### config.mk
export PLATFORM = sky130hd
export DESIGN_NAME = vga_sync_flat
export DESIGN_NICKNAME = d
export VERILOG_FILES = /design/src/rtl/vga_sync_pkg.sv /design/src/rtl/vga_sync_if.sv /design/src/rtl/vga_sync_mod_counter.sv /design/src/rtl/vga_sync.sv /design/src/flat_wrapper.sv
export SDC_FILE = /design/constraint.sdc
export NUM_CORES = 1
export LEC_CHECK = 0
export CAP_MARGIN = 10
export CORE_MARGIN = 8
export CORE_UTILIZATION = 52
export DETAILED_ROUTE_END_ITERATION = 7
export PLACE_DENSITY_LB_ADDON = 0.3
export SYNTH_ARGS = -nofsm -noshare
export SYNTH_HDL_FRONTEND = slang
export SYNTH_SLANG_ARGS = --single-unit
### constraint.sdc
create_clock -name clk -period 4.4 [get_ports clk]
set_clock_uncertainty 0.05 [all_clocks]
set_input_delay 0.44 -clock clk [delete_from_list [all_inputs] [get_ports clk]]
set_output_delay 0.44 -clock clk [all_outputs]
set_load 0.02 [all_outputs]
### src/rtl/vga_sync_pkg.sv
// 640x480@60 VGA timing constants and the counter width shared by the sync generator.
// Pure constants; no logic or latency.
package vga_pkg;
  localparam int CNT_W     = 10;
  localparam int H_DISPLAY = 640;
  localparam int H_FP      = 16;
  localparam int H_SYNC    = 96;
  localparam int H_BP      = 48;
  localparam int H_TOTAL   = H_DISPLAY + H_FP + H_SYNC + H_BP;
  localparam int V_DISPLAY = 480;
  localparam int V_FP      = 10;
  localparam int V_SYNC    = 2;
  localparam int V_BP      = 33;
  localparam int V_TOTAL   = V_DISPLAY + V_FP + V_SYNC + V_BP;
endpackage

### src/rtl/vga_sync_if.sv
// Raster position and sync bundle from the timing generator to pixel consumers.
// Free-running outputs, no handshake; consumers sample x/y/video_on combinationally.
interface vga_sync_if;
  import vga_pkg::*;
  logic [CNT_W-1:0] x;
  logic [CNT_W-1:0] y;
  logic             video_on;
  logic             hsync;
  logic             vsync;
  logic             p_tick;
  logic             frame_tick;

  modport master (output x, y, video_on, hsync, vsync, p_tick, frame_tick);
  modport slave  (input  x, y, video_on, hsync, vsync, p_tick, frame_tick);
endinterface

### src/rtl/vga_sync_mod_counter.sv
// Modulo-MOD up-counter with enable; wrap is combinational and high on the enabled terminal count.
// Count updates one clk after en; no backpressure.
module mod_counter
  import vga_pkg::*;
#(
  parameter int MOD = 2
) (
  input  logic             clk,
  input  logic             rst,
  input  logic             en,
  output logic [CNT_W-1:0] count,
  output logic             wrap
);

  assign wrap = en && (count == CNT_W'(MOD - 1));

  always_ff @(posedge clk or posedge rst) begin
    if (rst) begin
      count <= '0;
    end else if (en) begin
      count <= wrap ? '0 : count + CNT_W'(1);
    end
  end

endmodule

### src/rtl/vga_sync.sv
// VGA raster generator: clk/2 pixel tick, x/y counters and sync/visibility decode from them.
// Decoded outputs share the cycle of the registered counters; free-running, no backpressure.
module vga_sync
  import vga_pkg::*;
#(
  parameter int H_DISP   = H_DISPLAY,
  parameter int H_FRONT  = H_FP,
  parameter int H_SYNC_W = H_SYNC,
  parameter int H_BACK   = H_BP,
  parameter int V_DISP   = V_DISPLAY,
  parameter int V_FRONT  = V_FP,
  parameter int V_SYNC_W = V_SYNC,
  parameter int V_BACK   = V_BP
) (
  input  logic        clk,
  input  logic        rst,
  vga_sync_if.master  vga
);

  localparam int H_TOT     = H_DISP + H_FRONT + H_SYNC_W + H_BACK;
  localparam int V_TOT     = V_DISP + V_FRONT + V_SYNC_W + V_BACK;
  localparam int H_SYNC_LO = H_DISP + H_FRONT;
  localparam int H_SYNC_HI = H_SYNC_LO + H_SYNC_W - 1;
  localparam int V_SYNC_LO = V_DISP + V_FRONT;
  localparam int V_SYNC_HI = V_SYNC_LO + V_SYNC_W - 1;

  logic             div;
  logic [CNT_W-1:0] h_cnt;
  logic [CNT_W-1:0] v_cnt;
  logic             h_wrap;
  logic             v_wrap;

  always_ff @(posedge clk or posedge rst) begin
    if (rst) begin
      div <= 1'b0;
    end else begin
      div <= ~div;
    end
  end

  mod_counter #(.MOD(H_TOT)) u_h_cnt (
    .clk   (clk),
    .rst   (rst),
    .en    (div),
    .count (h_cnt),
    .wrap  (h_wrap)
  );

  // Vertical only moves on the horizontal wrap, so its wrap already implies the last pixel of the frame.
  mod_counter #(.MOD(V_TOT)) u_v_cnt (
    .clk   (clk),
    .rst   (rst),
    .en    (h_wrap),
    .count (v_cnt),
    .wrap  (v_wrap)
  );

  assign vga.x          = h_cnt;
  assign vga.y          = v_cnt;
  assign vga.p_tick     = div;
  assign vga.frame_tick = v_wrap;
  assign vga.video_on   = (h_cnt < CNT_W'(H_DISP)) && (v_cnt < CNT_W'(V_DISP));
  assign vga.hsync      = !((h_cnt >= CNT_W'(H_SYNC_LO)) && (h_cnt <= CNT_W'(H_SYNC_HI)));
  assign vga.vsync      = !((v_cnt >= CNT_W'(V_SYNC_LO)) && (v_cnt <= CNT_W'(V_SYNC_HI)));

endmodule

### src/flat_wrapper.sv
// flat-port wrapper written by rule: the top's interface ports become plain ports
module vga_sync_flat import vga_pkg::*;
#(
  parameter int H_DISP   = H_DISPLAY,
  parameter int H_FRONT  = H_FP,
  parameter int H_SYNC_W = H_SYNC,
  parameter int H_BACK   = H_BP,
  parameter int V_DISP   = V_DISPLAY,
  parameter int V_FRONT  = V_FP,
  parameter int V_SYNC_W = V_SYNC,
  parameter int V_BACK   = V_BP
)
  (clk, rst, vga_x, vga_y, vga_video_on, vga_hsync, vga_vsync, vga_p_tick, vga_frame_tick);
  vga_sync_if vga_i ();
  input  logic clk;
  input  logic rst;
  output wire logic [$bits(vga_i.x)-1:0] vga_x;
  output wire logic [$bits(vga_i.y)-1:0] vga_y;
  output wire logic [$bits(vga_i.video_on)-1:0] vga_video_on;
  output wire logic [$bits(vga_i.hsync)-1:0] vga_hsync;
  output wire logic [$bits(vga_i.vsync)-1:0] vga_vsync;
  output wire logic [$bits(vga_i.p_tick)-1:0] vga_p_tick;
  output wire logic [$bits(vga_i.frame_tick)-1:0] vga_frame_tick;
  assign vga_x = vga_i.x;
  assign vga_y = vga_i.y;
  assign vga_video_on = vga_i.video_on;
  assign vga_hsync = vga_i.hsync;
  assign vga_vsync = vga_i.vsync;
  assign vga_p_tick = vga_i.p_tick;
  assign vga_frame_tick = vga_i.frame_tick;
  vga_sync #(.H_DISP(H_DISP), .H_FRONT(H_FRONT), .H_SYNC_W(H_SYNC_W), .H_BACK(H_BACK), .V_DISP(V_DISP), .V_FRONT(V_FRONT), .V_SYNC_W(V_SYNC_W), .V_BACK(V_BACK)) u_core (.clk(clk), .rst(rst), .vga(vga_i));
endmodule
-- Word-level counts from Yosys, hierarchy flattened
Index checks and enable logic that the tools add are counted.
- register bits: 21
- word-level logic and storage cells: 23
- add/sub/neg operators: 2
- $lt $le $gt $ge: 6
- equal/unequal tests: 2
- muxes and demuxes: 2
- bitwise gates (word level): 1
- reduce and logical (&&, ||, !) cells: 7
- operators with widths (kind ; count):
    $add A10 B1 Y10 const B ; 2
    $eq A10 B10 Y1 const B ; 2
    $mux W10 ; 2
    $ge A10 B10 Y1 const B ; 1
    $ge A10 B9 Y1 const B ; 1
    $le A10 B10 Y1 const B ; 1
    $le A10 B9 Y1 const B ; 1
    $lt A10 B10 Y1 const B ; 1
    $lt A10 B9 Y1 const B ; 1
    $logic_and A1 B1 Y1 ; 5
    $logic_not A1 Y1 ; 2
    $not A1 Y1 ; 1

-- Longest topological paths before layout
- depth after elaboration: 4
- gate-level depth with buffers: 6
- depth with buffers taken out: 6

-- Modules after synthesis
A second synthesis with hierarchy kept.
- cell total of the unflattened synthesis: 115
- area, all modules: 1138.6 µm²
- by module, submodules not included (module ; times used ; cells each ; area each (µm²) ; sequential area each (µm²)):
    mod_counter at u_core.u_h_cnt ; 1 ; 49 ; 534.3 ; 250.2
    mod_counter at u_core.u_v_cnt ; 1 ; 54 ; 504.2 ; 250.2
    vga_sync ; 1 ; 12 ; 100.1 ; 25.0

-- Least setup slack after synthesis
Ideal clock, no wire load.
- path type: reg2out
- start: register u_core.u_h_cnt.count[0]
- end: output port vga_frame_tick
- data arrival time: 1.830 ns
- required time: 3.910 ns
- slack: 2.080 ns
- stages on the path, launching flop included: 6
- path buffers: 1
- path through: dfrtp_1 > ha_1 > nand3_4 > or4_1 > buf_2 > nor2_1
- word-level cells in the longest chain between the ends: 3
- ends and longest elaborated chain (element ; line ; text):
    from (decl) ; vga_sync_mod_counter.sv:11 ; output logic [CNT_W-1:0] count,
    from (signal assigned) ; vga_sync_mod_counter.sv:21 ; count <= wrap ? '0 : count + CNT_W'(1);
    $eq A10 B10 Y1 ; vga_sync_mod_counter.sv:15 ; assign wrap = en && (count == CNT_W'(MOD - 1));
    $logic_and A1 B1 Y1 (2 in a row) ; vga_sync_mod_counter.sv:15 ;
    to (decl) ; flat_wrapper.sv:23 ; output wire logic [$bits(vga_i.frame_tick)-1:0] vga_frame_tick;
Every way passes these cells.

-- Worst setup path in the final report
Same ends and word-level chain as after synthesis.

==> impl_metrics.env <==
export IMPL_h_tree_depth=1
export IMPL_synth_seq_area_share_pct=45.70
export IMPL_synth_cell_type_count=34
export IMPL_worst_ep_arrival_time_ps=2540
export IMPL_timing_final_crit_period_ps=3030
export IMPL_cts_tree="built"
export IMPL_postCtsHoldBufs=0
export IMPL_antennaDiodeCount=0
export IMPL_cts_sinks=21
export IMPL_path_clk_slew_ps=120
export IMPL_cts_resized=0
export IMPL_p_per_area_nw_per_um2=201.8
export IMPL_drcViolationCount=0
export IMPL_max_slew_margin_rel_pct=48.03
export IMPL_root_buffer="clkbuf_4"
export IMPL_track_usage_pct=13.19
export IMPL_fillCellCount=169
export IMPL_synth_fp_nets=119
export IMPL_ir_drop_mv=0.1624
export IMPL_crit_path_end_kind="output pin"
export IMPL_antenna_found_initial=0
export IMPL_critical_path_class="flip-flop to output pin"
export IMPL_antenna_left=0
export IMPL_vias=910
export IMPL_cts_setup_buffers=0
export IMPL_synth_top_area_cell="dfrtp_1"
export IMPL_worst_pin_slew_ps=778.7
export IMPL_place_congestion=0.7971
export IMPL_overflow=0
export IMPL_synth_top_area_share_pct=45.70
export IMPL_required_ps=3910
export IMPL_drive_above_1_share_pct=6.475
export IMPL_initial_core_util_pct=53.52
export IMPL_synth_xor_area_share_pct=8.379
export IMPL_synth_seq_cells=21
export IMPL_drtIter0Drc=25
export IMPL_synth_main_ff_cell="dfrtp_1"
export IMPL_setup_violations=0
export IMPL_power_total_uw=292.3
export IMPL_ys_warn_count=0
export IMPL_hp_class="flip-flop to flip-flop"
export IMPL_drv_cap=0
export IMPL_async_reset_ff_share_pct=100.0
export IMPL_hold_viol_final=0
export IMPL_slowest_delay_ps=660
export IMPL_synth_top_family_by_area="simple AND/OR/NAND/NOR gates"
export IMPL_netlist_top_cells_area="dfrtp_1 (46%), xnor2_1 (6.1%), ha_1 (5.4%)"
export IMPL_post_drt_via_cell_ratio=5.449
export IMPL_grt_max_degree=22
export IMPL_synth_simple_area_share_pct=26.22
export IMPL_power_leakage_nw=0.6023
export IMPL_status="finished, final reports clean"
export IMPL_syn_area_sq_um=1150
export IMPL_multi_input_area_sq_um=566.8
export IMPL_pin_count=27
export IMPL_grt_pass1_wl_um=4340
export IMPL_fp_dieW_um=63.03
export IMPL_dr_pass1_iters=4
export IMPL_numPortBuffers=26
export IMPL_clk_latency_ps=310
export IMPL_synth_compound_area_share_pct=7.291
export IMPL_rsz0062_at_grt="no"
export IMPL_finalSetupTns_ps=0
export IMPL_post_route_period_util_pct=68.86
export IMPL_seqCellArea_sq_um=525.5
export IMPL_dp_hpwl_um=1767
export IMPL_clk_path_buf_depth=2
export IMPL_synth_cells=112
export IMPL_grt_pass1_vias=917
export IMPL_dieArea_sq_um=3972
export IMPL_area_delta_synth_final_pct=26.01
export IMPL_core_area_sq_um=2148
export IMPL_cpMaxStageDelayCell="or4_1"
export IMPL_wl_um=2395
export IMPL_cts_buffers_inserted=3
export IMPL_final_net_count=147
export IMPL_synth_edf_count=0
export IMPL_maxSlewViolCount=0
export IMPL_crit_chain="ha_1 > nand3_4 > or4_1 > nor2_1 > clkdlybuf4s50_1"
export IMPL_fp_row_count=17
export IMPL_yosys_area_share_adder_pct=5.441
export IMPL_cp_max_fo=6
export IMPL_fmax_mhz=330.1
export IMPL_die_h_um=63.03
export IMPL_start_kind="flip-flop"
export IMPL_synthMuxAreaShare_pct=1.959
export IMPL_syn_area_per_cell_sq_um=10.27
export IMPL_wl_per_cell_um=14.34
==> placed cells by master, fill, tap and decap left out <==
master / instances
nor4b_1: 2
nor2_1: 9
and3_1: 5
nand2_2: 1
inv_1: 9
nor3_1: 3
nand3_1: 4
mux2_1: 1
nand2_1: 7
dfrtp_1: 21
nand4bb_1: 1
nor3b_1: 1
clkinv_2: 1
and2_1: 1
xnor2_1: 8
o211ai_1: 1
and4_1: 1
nor4_4: 1
nand3_4: 1
o21a_1: 2
a21oi_1: 2
nand3b_1: 1
clkbuf_4: 3
nand4_1: 9
o21ai_0: 3
a211oi_1: 1
a2bb2oi_2: 1
clkdlybuf4s50_1: 26
xor2_1: 3
ha_1: 5
o22ai_1: 1
or4_1: 2
o31ai_1: 1
mux2_2: 1
==> path summary, 6_finish.rpt <==
path	from	endpoint	slack (ps)	cells after the start
max in group asynchronous	rst	u_core.u_v_cnt.count[0]	3310	2
min in group asynchronous	rst	u_core.u_h_cnt.count[9]	510	2
worst min-delay path	u_core.u_v_cnt.count[8]	u_core.u_v_cnt.count[8]	480	1
worst min register to register	u_core.u_v_cnt.count[8]	u_core.u_v_cnt.count[8]	480	1
worst max register to register	u_core.u_h_cnt.count[0]	u_core.u_v_cnt.count[4]	2210	5
worst max-delay path	u_core.u_h_cnt.count[0]	vga_frame_tick	1370	5
==> report_power, final <==
part           leakage, nW  switching (mW)  total, mW  internal, mW
clock network       0.0177          0.0610     0.0950        0.0340
registers            0.279               0      0.193         0.193
logic                0.306         0.00361    0.00443      0.000818
==> kinds of logic (layout without fill, tap and decap cells) <==
kind of cell,count (synthesis),count (layout)
compound gates,12,12
fa+ha+maj,5,5
xor+xnor,11,11
flops,21,21
simple gates,49,49
mux,2,2
buf+inv,12,39
==> metal layers <==
layer / vias to the layer above / routed length (um) / global-route usage [%]
met5: - / 0 / 0
met4: 0 / 62 / 5.983
met3: 8 / 219 / 4.839
met2: 31 / 1055 / 20.23
met1: 420 / 1057 / 16.00
li1: 451 / - / -
==> metrics by stage <==
step | util [%] | worst slack (ps) | hold slack [ps] | instance area, sq um | cells
6_report | 67.44 | 1370 | 478.2 | 1449 | 167
5_1_grt | 67.44 | 1252 | 510.5 | 1449 | 167
4_1_cts | 67.44 | 1352 | 488.4 | 1449 | 167
3_5_place_dp | 66.16 | 1714 | 466.8 | 1421 | 163
2_1_floorplan | - | 2080 | 366.5 | 1150 | 112
3_3_place_gp | 66.16 | 1746 | 464.5 | 1421 | 163
==> state kept, by name, summed over array words and instances (netlist names) <==
signal                count
u_core.u_h_cnt.count     10
u_core.u_v_cnt.count     10
u_core.vga.p_tick         1
==> final cells by class <==
| type | count | share of cell area [%] |
|---|---|---|
| Clock buffer | 3 | 1.554 |
| Multi-Input combinational cell | 79 | 39.12 |
| Clock inverter | 1 | 0.3454 |
| Sequential cell | 21 | 36.27 |
| Inverter | 9 | 2.332 |
| Tap cell | 28 | 2.418 |
| Timing Repair Buffer | 26 | 17.96 |
==> Yosys cell counts, types with 2 or more instances <==
cell / n
inv_1: 9
a21oi_1: 2
xor2_1: 3
and3_1: 5
xnor2_1: 8
ha_1: 5
nand2_1: 7
nor3_1: 3
o21a_1: 2
nand4_1: 9
o21ai_0: 3
dfrtp_1: 21
nor2_1: 9
nand3_1: 4
nor4b_1: 2
or4_1: 2
==> worst max-delay path, delay by kind of cell, from the launching register on <==
kind	cells	cell delay, ps
adder cells (fa/ha/maj)	1	260
AND/OR/NAND/NOR	3	930
flip-flops	1	440
buffers and inverters	1	610
Note: power is estimated with default switching activity, not from simulation.
